## config.mk

```make
export PLATFORM = sky130hd
export DESIGN_NAME = home_alarm_controller
export DESIGN_NICKNAME = d
export VERILOG_FILES = /design/src/rtl/home_alarm_controller.sv
export SDC_FILE = /design/constraint.sdc
export NUM_CORES = 1
export LEC_CHECK = 0
export CAP_MARGIN = 15
export CORE_MARGIN = 1.5
export CORE_UTILIZATION = 46
export DETAILED_ROUTE_END_ITERATION = 6
export PLACE_DENSITY = 0.74
export SLEW_MARGIN = 10
export SYNTH_ARGS = -nofsm -noshare
export SYNTH_HDL_FRONTEND = slang
export SYNTH_SLANG_ARGS = --single-unit
```

## constraint.sdc

```tcl
create_clock -name clk -period 2.3 [get_ports clk]
set_input_delay 0.69 -clock clk [delete_from_list [all_inputs] [get_ports clk]]
set_output_delay 0.69 -clock clk [all_outputs]
set_load 0.02 [all_outputs]
```

## src/rtl/home_alarm_controller.sv

```systemverilog
// -----------------------------------------------------------------------------
// home_alarm_controller
//
// Clocked arm/disarm controller for a home alarm. It takes level sensor inputs
// and a strobed passcode. It provides exit and entry delays, instant-trip
// zones, a sticky record of tripped sensors, and a lockout after repeated wrong
// codes.
//
// Optional feature (compile-time macro ALARM_TIMEOUT_EN):
//   defined   : the siren silences after ALARM_CYCLES and the system drops back
//               to ARMED. The trip record is kept.
//   undefined : ALARM holds until a good code or reset.
//
// Ports:
//   clk         in   1            system clock, rising edge
//   rst_n       in   1            synchronous active-low reset
//   sensors     in   NUM_SENSORS  level sensor inputs, 1 = triggered
//   code        in   CODE_W       passcode from the converter
//   code_valid  in   1            one-cycle strobe qualifying code
//   alarm       out  1            siren drive
//   active      out  1            armed (EXIT_DELAY/ARMED/ENTRY_DELAY/ALARM)
//   state_o     out  3            current state encoding
//   trip_latch  out  NUM_SENSORS  sensors that tripped while armed (sticky)
//   fail_cnt    out  clog2(MAX_FAIL+1)  consecutive wrong-code count
// -----------------------------------------------------------------------------
module home_alarm_controller #(
  parameter int                     NUM_SENSORS  = 3,
  parameter int                     CODE_W       = 5,
  parameter logic [CODE_W-1:0]      ARM_CODE     = 5'd4,
  parameter logic [NUM_SENSORS-1:0] INSTANT_MASK = 3'b110,
  parameter int                     EXIT_CYCLES  = 16,
  parameter int                     ENTRY_CYCLES = 32,
  parameter int                     MAX_FAIL     = 3,
  parameter int                     LOCK_CYCLES  = 64,
  parameter int                     ALARM_CYCLES = 256
) (
  input  logic                             clk,
  input  logic                             rst_n,
  input  logic [NUM_SENSORS-1:0]           sensors,
  input  logic [CODE_W-1:0]                code,
  input  logic                             code_valid,
  output logic                             alarm,
  output logic                             active,
  output logic [2:0]                       state_o,
  output logic [NUM_SENSORS-1:0]           trip_latch,
  output logic [$clog2(MAX_FAIL+1)-1:0]    fail_cnt
);

  localparam int FAIL_W = $clog2(MAX_FAIL + 1);

  // One shared delay counter, sized for the longest delay. The siren timeout
  // is included so the width does not change between builds.
  localparam int MAX_AB  = (EXIT_CYCLES > ENTRY_CYCLES) ? EXIT_CYCLES : ENTRY_CYCLES;
  localparam int MAX_ABC = (MAX_AB > LOCK_CYCLES) ? MAX_AB : LOCK_CYCLES;
  localparam int MAX_CYC = (MAX_ABC > ALARM_CYCLES) ? MAX_ABC : ALARM_CYCLES;
  localparam int CNT_W   = (MAX_CYC > 1) ? $clog2(MAX_CYC) : 1;

  // Load values are N-1 so that a state entered at edge k leaves at edge k+N.
  localparam logic [CNT_W-1:0] EXIT_LD  = CNT_W'(EXIT_CYCLES - 1);
  localparam logic [CNT_W-1:0] ENTRY_LD = CNT_W'(ENTRY_CYCLES - 1);
  localparam logic [CNT_W-1:0] LOCK_LD  = CNT_W'(LOCK_CYCLES - 1);
`ifdef ALARM_TIMEOUT_EN
  localparam logic [CNT_W-1:0] ALARM_LD = CNT_W'(ALARM_CYCLES - 1);
`endif

  typedef enum logic [2:0] {
    S_DISARMED = 3'd0,
    S_EXIT     = 3'd1,
    S_ARMED    = 3'd2,
    S_ENTRY    = 3'd3,
    S_ALARM    = 3'd4,
    S_LOCKOUT  = 3'd5
  } state_t;

  state_t                   state, state_n;
  logic [CNT_W-1:0]         cnt, cnt_n, cnt_dec;
  logic [NUM_SENSORS-1:0]   trip_n;
  logic [FAIL_W-1:0]        fail_n;
  logic                     good, bad, penalty;
  logic                     hit_instant, hit_delay, cnt_zero;

  assign cnt_zero = (cnt == '0);
  assign cnt_dec  = cnt - 1'b1;

  always_comb begin
    good        = code_valid && (code == ARM_CODE);
    bad         = code_valid && (code != ARM_CODE);
    // Codes are ignored entirely while locked out.
    penalty     = bad && (state != S_LOCKOUT) && ((int'(fail_cnt) + 1) == MAX_FAIL);
    hit_instant = |(sensors & INSTANT_MASK);
    hit_delay   = |(sensors & ~INSTANT_MASK);

    // Wrong-code counter: a penalty wraps it to zero instead of reaching MAX_FAIL.
    fail_n = fail_cnt;
    if (state == S_LOCKOUT)  fail_n = '0;
    else if (good)           fail_n = '0;
    else if (bad)            fail_n = penalty ? '0 : fail_cnt + 1'b1;

    // Sensors are recorded in every armed-and-watching state, before any
    // transition. A good code arriving with a sensor still records it.
    trip_n = trip_latch;
    if (state == S_ARMED || state == S_ENTRY || state == S_ALARM)
      trip_n = trip_latch | sensors;

    state_n = state;
    cnt_n   = cnt;

    case (state)
      S_DISARMED: begin
        if (good) begin
          state_n = S_EXIT;
          cnt_n   = EXIT_LD;
          trip_n  = '0;
        end else if (penalty) begin
          state_n = S_LOCKOUT;
          cnt_n   = LOCK_LD;
        end
      end
      S_EXIT: begin
        if (good)          state_n = S_DISARMED;
        else if (cnt_zero) state_n = S_ARMED;
        else               cnt_n   = cnt_dec;
      end
      S_ARMED: begin
        if (good) begin
          state_n = S_DISARMED;
        end else if (penalty || hit_instant) begin
          state_n = S_ALARM;
`ifdef ALARM_TIMEOUT_EN
          cnt_n   = ALARM_LD;
`endif
        end else if (hit_delay) begin
          state_n = S_ENTRY;
          cnt_n   = ENTRY_LD;
        end
      end
      S_ENTRY: begin
        if (good) begin
          state_n = S_DISARMED;
        end else if (penalty || hit_instant || cnt_zero) begin
          state_n = S_ALARM;
`ifdef ALARM_TIMEOUT_EN
          cnt_n   = ALARM_LD;
`endif
        end else begin
          cnt_n   = cnt_dec;
        end
      end
      S_ALARM: begin
        // A penalty here only clears fail_cnt; the siren keeps sounding.
        if (good)          state_n = S_DISARMED;
`ifdef ALARM_TIMEOUT_EN
        else if (cnt_zero) state_n = S_ARMED;
        else               cnt_n   = cnt_dec;
`endif
      end
      S_LOCKOUT: begin
        if (cnt_zero) state_n = S_DISARMED;
        else          cnt_n   = cnt_dec;
      end
      default: begin
        // Unused encodings 6/7 fall back to a safe disarmed state.
        state_n = S_DISARMED;
        cnt_n   = '0;
      end
    endcase
  end

  // Outputs are registered from the next-state value so they match state.
  always_ff @(posedge clk) begin
    if (!rst_n) begin
      state      <= S_DISARMED;
      cnt        <= '0;
      fail_cnt   <= '0;
      trip_latch <= '0;
      alarm      <= 1'b0;
      active     <= 1'b0;
      state_o    <= 3'd0;
    end else begin
      state      <= state_n;
      cnt        <= cnt_n;
      fail_cnt   <= fail_n;
      trip_latch <= trip_n;
      alarm      <= (state_n == S_ALARM);
      active     <= (state_n == S_EXIT) || (state_n == S_ARMED) ||
                    (state_n == S_ENTRY) || (state_n == S_ALARM);
      state_o    <= state_n;
    end
  end

endmodule

```

==> impl_metrics.sql, run 1 <==
INSERT INTO impl_metrics (metric_group, metric, value, unit) VALUES
('layout', 'final_area', '0.00156', 'sq mm'),
('place', 'place_area', '0.00147', 'sq mm'),
('timing', 'timing.max_slew.rel_slack', '75.3', '%'),
('floorplanning', 'die_w', '52.6', 'microns'),
('global_route', 'grt.total_usage', '21.3', '%'),
('timing', 'fin_ws', '0.0950', 'ns'),
('clocking', 'clock_sinks', '18', ''),
('place', 'hpwl', '2.03', 'mm'),
('clocking', 'h-tree-depth', '1', ''),
('timing', 'setup-tns-final', '0', 'ns'),
('yosys', 'synth.lib_cells_used.distinct', '45', ''),
('timing', 'min_period_over_period', '95.9', '%'),
('layout', 'area_delta_synth_final', '37.4', '%'),
('power_and_ir_drop', 'p_total', '0.877', 'mW'),
('layout', 'final_core_util', '68.4', '%'),
('timing', 'worst_clock_skew', '0.00417', 'ns'),
('place', 'gpl.final_weighted_congestion', '0.840', ''),
('setup_path', 'timing.critical_path.required', '1.61', 'ns'),
('timing', 'post-route-min-period', '2.20', 'ns'),
('floorplanning', 'dieHeight', '52.6', 'microns'),
('clocking', 'cts_tree', 'built', ''),
('yosys', 'synthCells', '143', ''),
('yosys', 'syn-cell-area', '0.00113', 'sq mm'),
('routing', 'viasPerCell', '5.77', ''),
('global_route', 'grt_pass1_wl', '4.46', 'mm'),
('yosys', 'ys_seq_elements', '18', ''),
('timing', 'setup_viol', '0', ''),
('floorplanning', 'floorplan.initialDensity', '49.8', '%'),
('place', 'pre_cts_ws', '-0.485', 'ns'),
('global_route', 'pin_count_of_the_biggest_net_entering_global_routing', '20', ''),
('yosys', 'synth_edf_count', '0', ''),
('global_route', 'gr-total-overflow', '0', ''),
('layout', 'antennaDiodeCount', '0', ''),
('yosys', 'synth.avg_cell_area', '7.93', 'sq um'),
('global_route', 'grt_antenna_before_repair', '0', ''),
('yosys', 'synth_seq_area_share', '31.8', '%'),
('routing', 'avgRoutedWirePerCell', '13.5', 'microns'),
('floorplanning', 'ios', '21', ''),
('routing', 'route.detailed.drc', '0', ''),
('layout', 'final_layout_size_suffix_gt1_share', '23.2', '%'),
('routing', 'dr.first_iter.drc_count', '27', ''),
('floorplanning', 'floorplan.rows', '17', ''),
('routing', 'drt_pre_antenna_iters', '4', ''),
('clocking', 'worstSkewPairLatency', '0.29', 'ns'),
('timing', 'fmax', '454', 'MHz'),
('flow_run', 'timing.max_cap.violations', '0', ''),
('timing', 'tightest_slew', '0.370', 'ns'),
('yosys', 'synth-warning-count', '0', ''),
('routing', 'final_ant_viol_nets', '0', ''),
('timing', 'setup_repair_after_global_routing_missed_its_margin', 'no', ''),
('timing', 'drv_slew', '0', ''),
('clocking', 'numCtsBuffers', '3', ''),
('yosys', 'dominantRegCellSynth', 'dfxtp_1', ''),
('setup_path', 'worstSetupPathType', 'reg2out', ''),
('layout', 'final_net_count', '196', ''),
('setup_path', 'crit_path_end_kind', 'primary output', ''),
('status', 'run_status', 'completed', ''),
('timing', 'worst_hold_slack', '0.487', 'ns'),
('timing', 'hold_viol_final', '0', ''),
('setup_path', 'critical_path_arrival', '1.51', 'ns'),
('power_and_ir_drop', 'max-vdd-ir-drop', '0.480', 'mV'),
('power_and_ir_drop', 'p_per_area', '563', 'mW/mm^2'),
('clocking', 'cts.root.buffer_cell', 'clkbuf_4', ''),
('routing', 'vias', '1206', ''),
('floorplanning', 'fp.coreArea', '0.00228', 'sq mm'),
('clocking', 'cts-root-to-sink-buffers', '2', ''),
('setup_path', 'critPathLaunchType', 'register', ''),
('routing', 'detail_route.wirelength', '2.82', 'mm'),
('clocking', 'cts_hold_buf', '0', ''),
('setup_path', 'worst-path-max-fanout', '13', ''),
('global_route', 'grt_pass1_vias', '1088', ''),
('clocking', 'clkTransAtPathRegs', '0.10', 'ns'),
('yosys', 'synth.net_count', '157', ''),
('floorplanning', 'fp.dieArea', '0.00277', 'sq mm'),
('place', 'numPortBuffers', '20', ''),
('power_and_ir_drop', 'leakage', '0.662', 'nW'),
('place', 'dpl_cells', '202', ''),
('yosys', 'postSynth.asyncResetShare', '0', '%'),
('layout', 'stdcell_count', '209', ''),
('hold_path', 'timing.hold.worst.class', 'reg2reg', '');
-- registers in the layout (all words and copies together) (netlist names) --
name and count:
cnt 8, state 3, trip_latch 3, fail_cnt 2, active 1, alarm 1
-- final cells by class --
type / instances / area [sq um]
multi-input cells: 112 / 757
inverters: 6 / 22.5
repair buffers: 41 / 347
clock buffers: 4 / 36.3
flip-flops and latches: 18 / 360
well taps: 28 / 35.0
fillers: 201 / 718
-- cells in the mapped netlist, types with 2 or more instances --
master / n / area [sq um]
nand2_1: 13 / 48.8
o31ai_1: 2 / 15.0
clkbuf_1: 4 / 15.0
ha_1: 3 / 37.5
a21oi_1: 19 / 95.1
and3_1: 4 / 25.0
a211o_1: 2 / 17.5
nand3_1: 6 / 30.0
nor2_1: 18 / 67.6
nand2b_1: 5 / 31.3
dfxtp_1: 18 / 360
and2_1: 2 / 12.5
inv_1: 6 / 22.5
o21ai_0: 8 / 40.0
a31oi_1: 2 / 12.5
o2111ai_1: 2 / 17.5
-- logic make-up (layout without fill, tap and decap cells) --
kind of cell	Yosys count	after routing	share of synthesized area, %
adders and majority gates	3	3	3.31
and+or+nand+nor	61	61	30.2
muxes	2	2	1.88
AOI/OAI and AO/OA	46	46	27.7
DFF	18	18	31.8
buffers and inverters	13	51	5.08
-- report_power, final --
group	internal [mW]	switching (mW)	total, mW	leakage (nW)
Sequential	0.337	0.0223	0.359	0.146
Clock	0.0965	0.101	0.197	0.0210
Combinational	0.152	0.168	0.321	0.495
-- cells in the final DEF (no fill, tap or decap), types with 3 or more instances in the layout --
cell and count:
inv_1 6, buf_4 20, clkbuf_4 3, a21oi_1 17
dfxtp_1 18, ha_1 3, nor2_1 18, nand3_1 6
clkdlybuf4s50_1 14, nand2_1 13, nand2b_1 5, and3_1 4
o21ai_0 7
-- per-layer routing --
| metal | global-route usage (%) | up-vias | part of all wire [%] |
|---|---|---|---|
| met1 | 26.7 | 577 | 45 |
| met2 | 36.3 | 29 | 49 |
| met3 | 3.43 | 2 | 4.9 |
| met5 | 0 | - | 0 |
| li1 | - | 598 | - |
| met4 | 8.12 | 0 | 0.60 |
-- worst max-delay path: stages (launching register included) --
cell,delay [ns]
dfxtp_1,0.39
buf_4,0.20
clkdlybuf4s50_1,0.64
-- worst paths after layout --
kind	startpoint	end	slack, ns	cells past startpoint
min reg2reg	trip_latch[0]	trip_latch[0]	0.49	2
max reg2reg	fail_cnt[0]	active	0.18	8
max	state[2]	state_o[2]	0.1	2
min	trip_latch[0]	trip_latch[0]	0.49	2
-- what timing repair did --
action | 4_1_cts | 5_1_grt
setup endpoints to repair | 8 | 6
gates resized for setup | 14 | 9
pin swaps | 5 | 7
buffers inserted | 4 | 0
(Power assumes the default switching activity.)
==> run 2, diff against run 1 <==
==> constraint.sdc (replaced) <==
create_clock -name clk -period 2 [get_ports clk]
set_input_delay 0.6 -clock clk [delete_from_list [all_inputs] [get_ports clk]]
set_output_delay 0.6 -clock clk [all_outputs]
set_load 0.02 [all_outputs]
==> run 2 against run 1 <==
  * The run now ends with negative setup slack left
  * Via count rose by 8.2%
  * Die area did not move
  * Sequential power rose by 16%
  * Clock skew rose by 0.00072 ns
  * Sequential cell count did not move
  * Power rose by 24%
  * Largest cell class unchanged
  * Critical path type is now in2reg
  * Sequential share of layout area fell by 0.94 points
  * Non-clock buffer count rose by 10
  * Core utilization rose by 4.4 points
  * First-iteration DRC count rose by 70%
  * Combinational power rose by 34%
  * Largest power group is now combinational cells
==> impl_metrics.sql, run 2 (same netlist as run 1, synthesis figures left out) <==
INSERT INTO impl_metrics (metric_group, metric, value, unit) VALUES
('power_and_ir_drop', 'leakage', '0.743', 'nW'),
('global_route', 'gr-total-overflow', '0', ''),
('clocking', 'clock_sinks', '18', ''),
('setup_path', 'critPathLaunchType', 'input port', ''),
('floorplanning', 'die_w', '52.6', 'microns'),
('setup_path', 'worstSetupPathType', 'in2reg', ''),
('power_and_ir_drop', 'p_clk_share', '21.9', '%'),
('flow_run', 'timing.max_cap.violations', '0', ''),
('status', 'run_status', 'finished with violations', ''),
('power_and_ir_drop', 'power_frac_seq', '38.4', '%'),
('global_route', 'grt_antenna_before_repair', '0', ''),
('floorplanning', 'floorplan.initialDensity', '49.8', '%'),
('place', 'pre_cts_ws', '-0.752', 'ns'),
('routing', 'avgRoutedWirePerCell', '15.3', 'microns'),
('routing', 'drt_pre_antenna_iters', '5', ''),
('setup_path', 'worst-path-max-fanout', '5', ''),
('layout', 'biggest_register', 'cnt', ''),
('power_and_ir_drop', 'p_per_area', '655', 'mW/mm^2'),
('layout', 'n_fill_cell', '165', ''),
('place', 'numPortBuffers', '20', ''),
('timing', 'drv_slew', '0', ''),
('place', 'gpl.final_weighted_congestion', '0.916', ''),
('timing', 'setup-tns-final', '-0.0596', 'ns'),
('power_and_ir_drop', 'p_total', '1.09', 'mW'),
('power_and_ir_drop', 'max-vdd-ir-drop', '0.669', 'mV'),
('routing', 'route.detailed.drc', '0', ''),
('status', 'violations_in_the_final_reports', 'negative setup slack', ''),
('clocking', 'cts_hold_buf', '0', ''),
('routing', 'detail_route.wirelength', '3.34', 'mm'),
('timing', 'timing.max_slew.rel_slack', '76.9', '%'),
('layout', 'final_core_util', '72.8', '%'),
('global_route', 'grt.total_usage', '26.3', '%'),
('power_and_ir_drop', 'combPwrFrac', '39.7', '%'),
('layout', 'largest_reg_flops', '8', ''),
('timing', 'hold_viol_final', '0', ''),
('global_route', 'grt_pass1_wl', '5.33', 'mm'),
('layout', 'final_common_cell', 'buf_4', ''),
('layout', 'final_net_count', '206', ''),
('clocking', 'clkTransAtPathRegs', '0.11', 'ns'),
('timing', 'setup_viol', '2', ''),
('clocking', 'worstSkewPairLatency', '0.31', 'ns'),
('timing', 'post-route-min-period', '2.05', 'ns'),
('clocking', 'cts-root-to-sink-buffers', '2', ''),
('global_route', 'grt_pass1_vias', '1181', ''),
('power_and_ir_drop', 'internal_power', '0.713', 'mW'),
('floorplanning', 'fp.dieArea', '0.00277', 'sq mm'),
('floorplanning', 'dieHeight', '52.6', 'microns'),
('timing', 'fmax', '487', 'MHz'),
('hold_path', 'timing.hold.worst.class', 'reg2reg', ''),
('place', 'hpwl', '2.27', 'mm'),
('routing', 'dr.first_iter.drc_count', '46', ''),
('clocking', 'numCtsBuffers', '3', ''),
('clocking', 'cts_tree', 'built', ''),
('clocking', 'h-tree-depth', '1', ''),
('floorplanning', 'ios', '21', ''),
('floorplanning', 'floorplan.rows', '17', ''),
('routing', 'viasPerCell', '5.96', ''),
('hold_path', 'min_path_cells', '2', ''),
('layout', 'final_cell_mix', '30 x buf_4, 18 x nor2_1, 17 x a21oi_1, 13 x nand2_1, 12 x dfxtp_1', ''),
('power_and_ir_drop', 'switching_share', '34.3', '%'),
('timing', 'worst_clock_skew', '0.00489', 'ns'),
('global_route', 'pin_count_of_the_biggest_net_entering_global_routing', '20', ''),
('floorplanning', 'fp.coreArea', '0.00228', 'sq mm'),
('power_and_ir_drop', 'switching_power', '0.373', 'mW'),
('layout', 'multi_input_combinational_cell_area', '774', 'sq um'),
('timing', 'setup_repair_after_global_routing_missed_its_margin', 'yes', ''),
('layout', 'largest_registers', 'cnt: 8 flops, state: 3 flops, trip_latch: 3 flops', ''),
('setup_path', 'critical_path_arrival', '2.30', 'ns'),
('clocking', 'cts.root.buffer_cell', 'clkbuf_4', ''),
('timing', 'tightest_slew', '0.343', 'ns'),
('routing', 'vias', '1305', ''),
('routing', 'final_ant_viol_nets', '0', ''),
('layout', 'area_delta_synth_final', '46.2', '%'),
('layout', 'register_area', '368', 'sq um'),
('setup_path', 'rr_worst_depth', '7', ''),
('layout', 'antennaDiodeCount', '0', ''),
('setup_path', 'timing.critical_path.required', '2.25', 'ns'),
('timing', 'min_period_over_period', '103', '%'),
('setup_path', 'crit_path_end_kind', 'register', ''),
('timing', 'fin_ws', '-0.0525', 'ns'),
('layout', 'final_layout_size_suffix_gt1_share', '33.0', '%');
==> run 2: changes by cell type in the layout (fill, tap and decap cells not counted), sizes merged <==
cell	change
clkbuf	+1
buf	+11
clkdlybuf4s50	-4
dlygate4sd2	+2
==> run 2: layout make-up <==
| type | count | share of cell area, % |
|---|---|---|
| inverter | 6 | 1.36 |
| timing repair buffer | 51 | 25.4 |
| sequential | 18 | 22.2 |
| tap | 28 | 2.11 |
| clock buffer | 4 | 2.19 |
| multi-input combinational | 112 | 46.7 |
==> run 2: critical path, cell delays in order <==
cell and delay, ns:
buf_6 0.09, nor4b_4 0.35, buf_4 0.20, a22o_1 0.18
a211o_1 0.16, o221ai_2 0.12, or4_4 0.44, a21oi_2 0.16
==> run 2: per-stage QoR <==
stage	hold slack, ns	std cells	area [sq um]
3_3_place_gp	0.449	209	1520
5_1_grt	0.507	219	1660
4_1_cts	0.477	217	1600
6_report	0.473	219	1660
2_1_floorplan	0.445	143	1130
3_5_place_dp	0.461	209	1520
==> run 2: metal layers <==
| layer | up-vias | share of wire [%] | global-route usage [%] |
|---|---|---|---|
| li1 | 619 | - | - |
| met4 | 0 | 3.0 | 13.7 |
| met1 | 614 | 43 | 34.3 |
| met3 | 13 | 6.4 | 4.29 |
| met2 | 59 | 47 | 41.5 |
| met5 | - | 0 | 0 |
==> run 2: power by group through the flow <==
| stage | Sequential, mW | Combinational, mW | Clock [mW] |
|---|---|---|---|
| finish | 0.417 | 0.431 | 0.237 |
| global route | 0.420 | 0.464 | 0.259 |
| CTS | 0.410 | 0.382 | 0.240 |
| detailed placement | 0.417 | 0.369 | 0 |
| global placement | 0.414 | 0.357 | 0 |
| floorplan | 0.431 | 0.200 | 0 |
==> run 2: worst paths after layout <==
kind                            endpoint     from  slack (ns)
worst max register to register    cnt[6]   cnt[2]       -0.03
worst min-delay path              cnt[1]   cnt[1]        0.47
worst min register to register    cnt[1]   cnt[1]        0.47
worst max-delay path              cnt[6]  code[4]       -0.05
==> run 2: timing repair <==
action,in CTS,in global routing
endpoints found under the setup margin,19,11
setup buffers,5,2
pin swaps,10,8
endpoints found under the hold margin,0,0
resized for setup,28,17
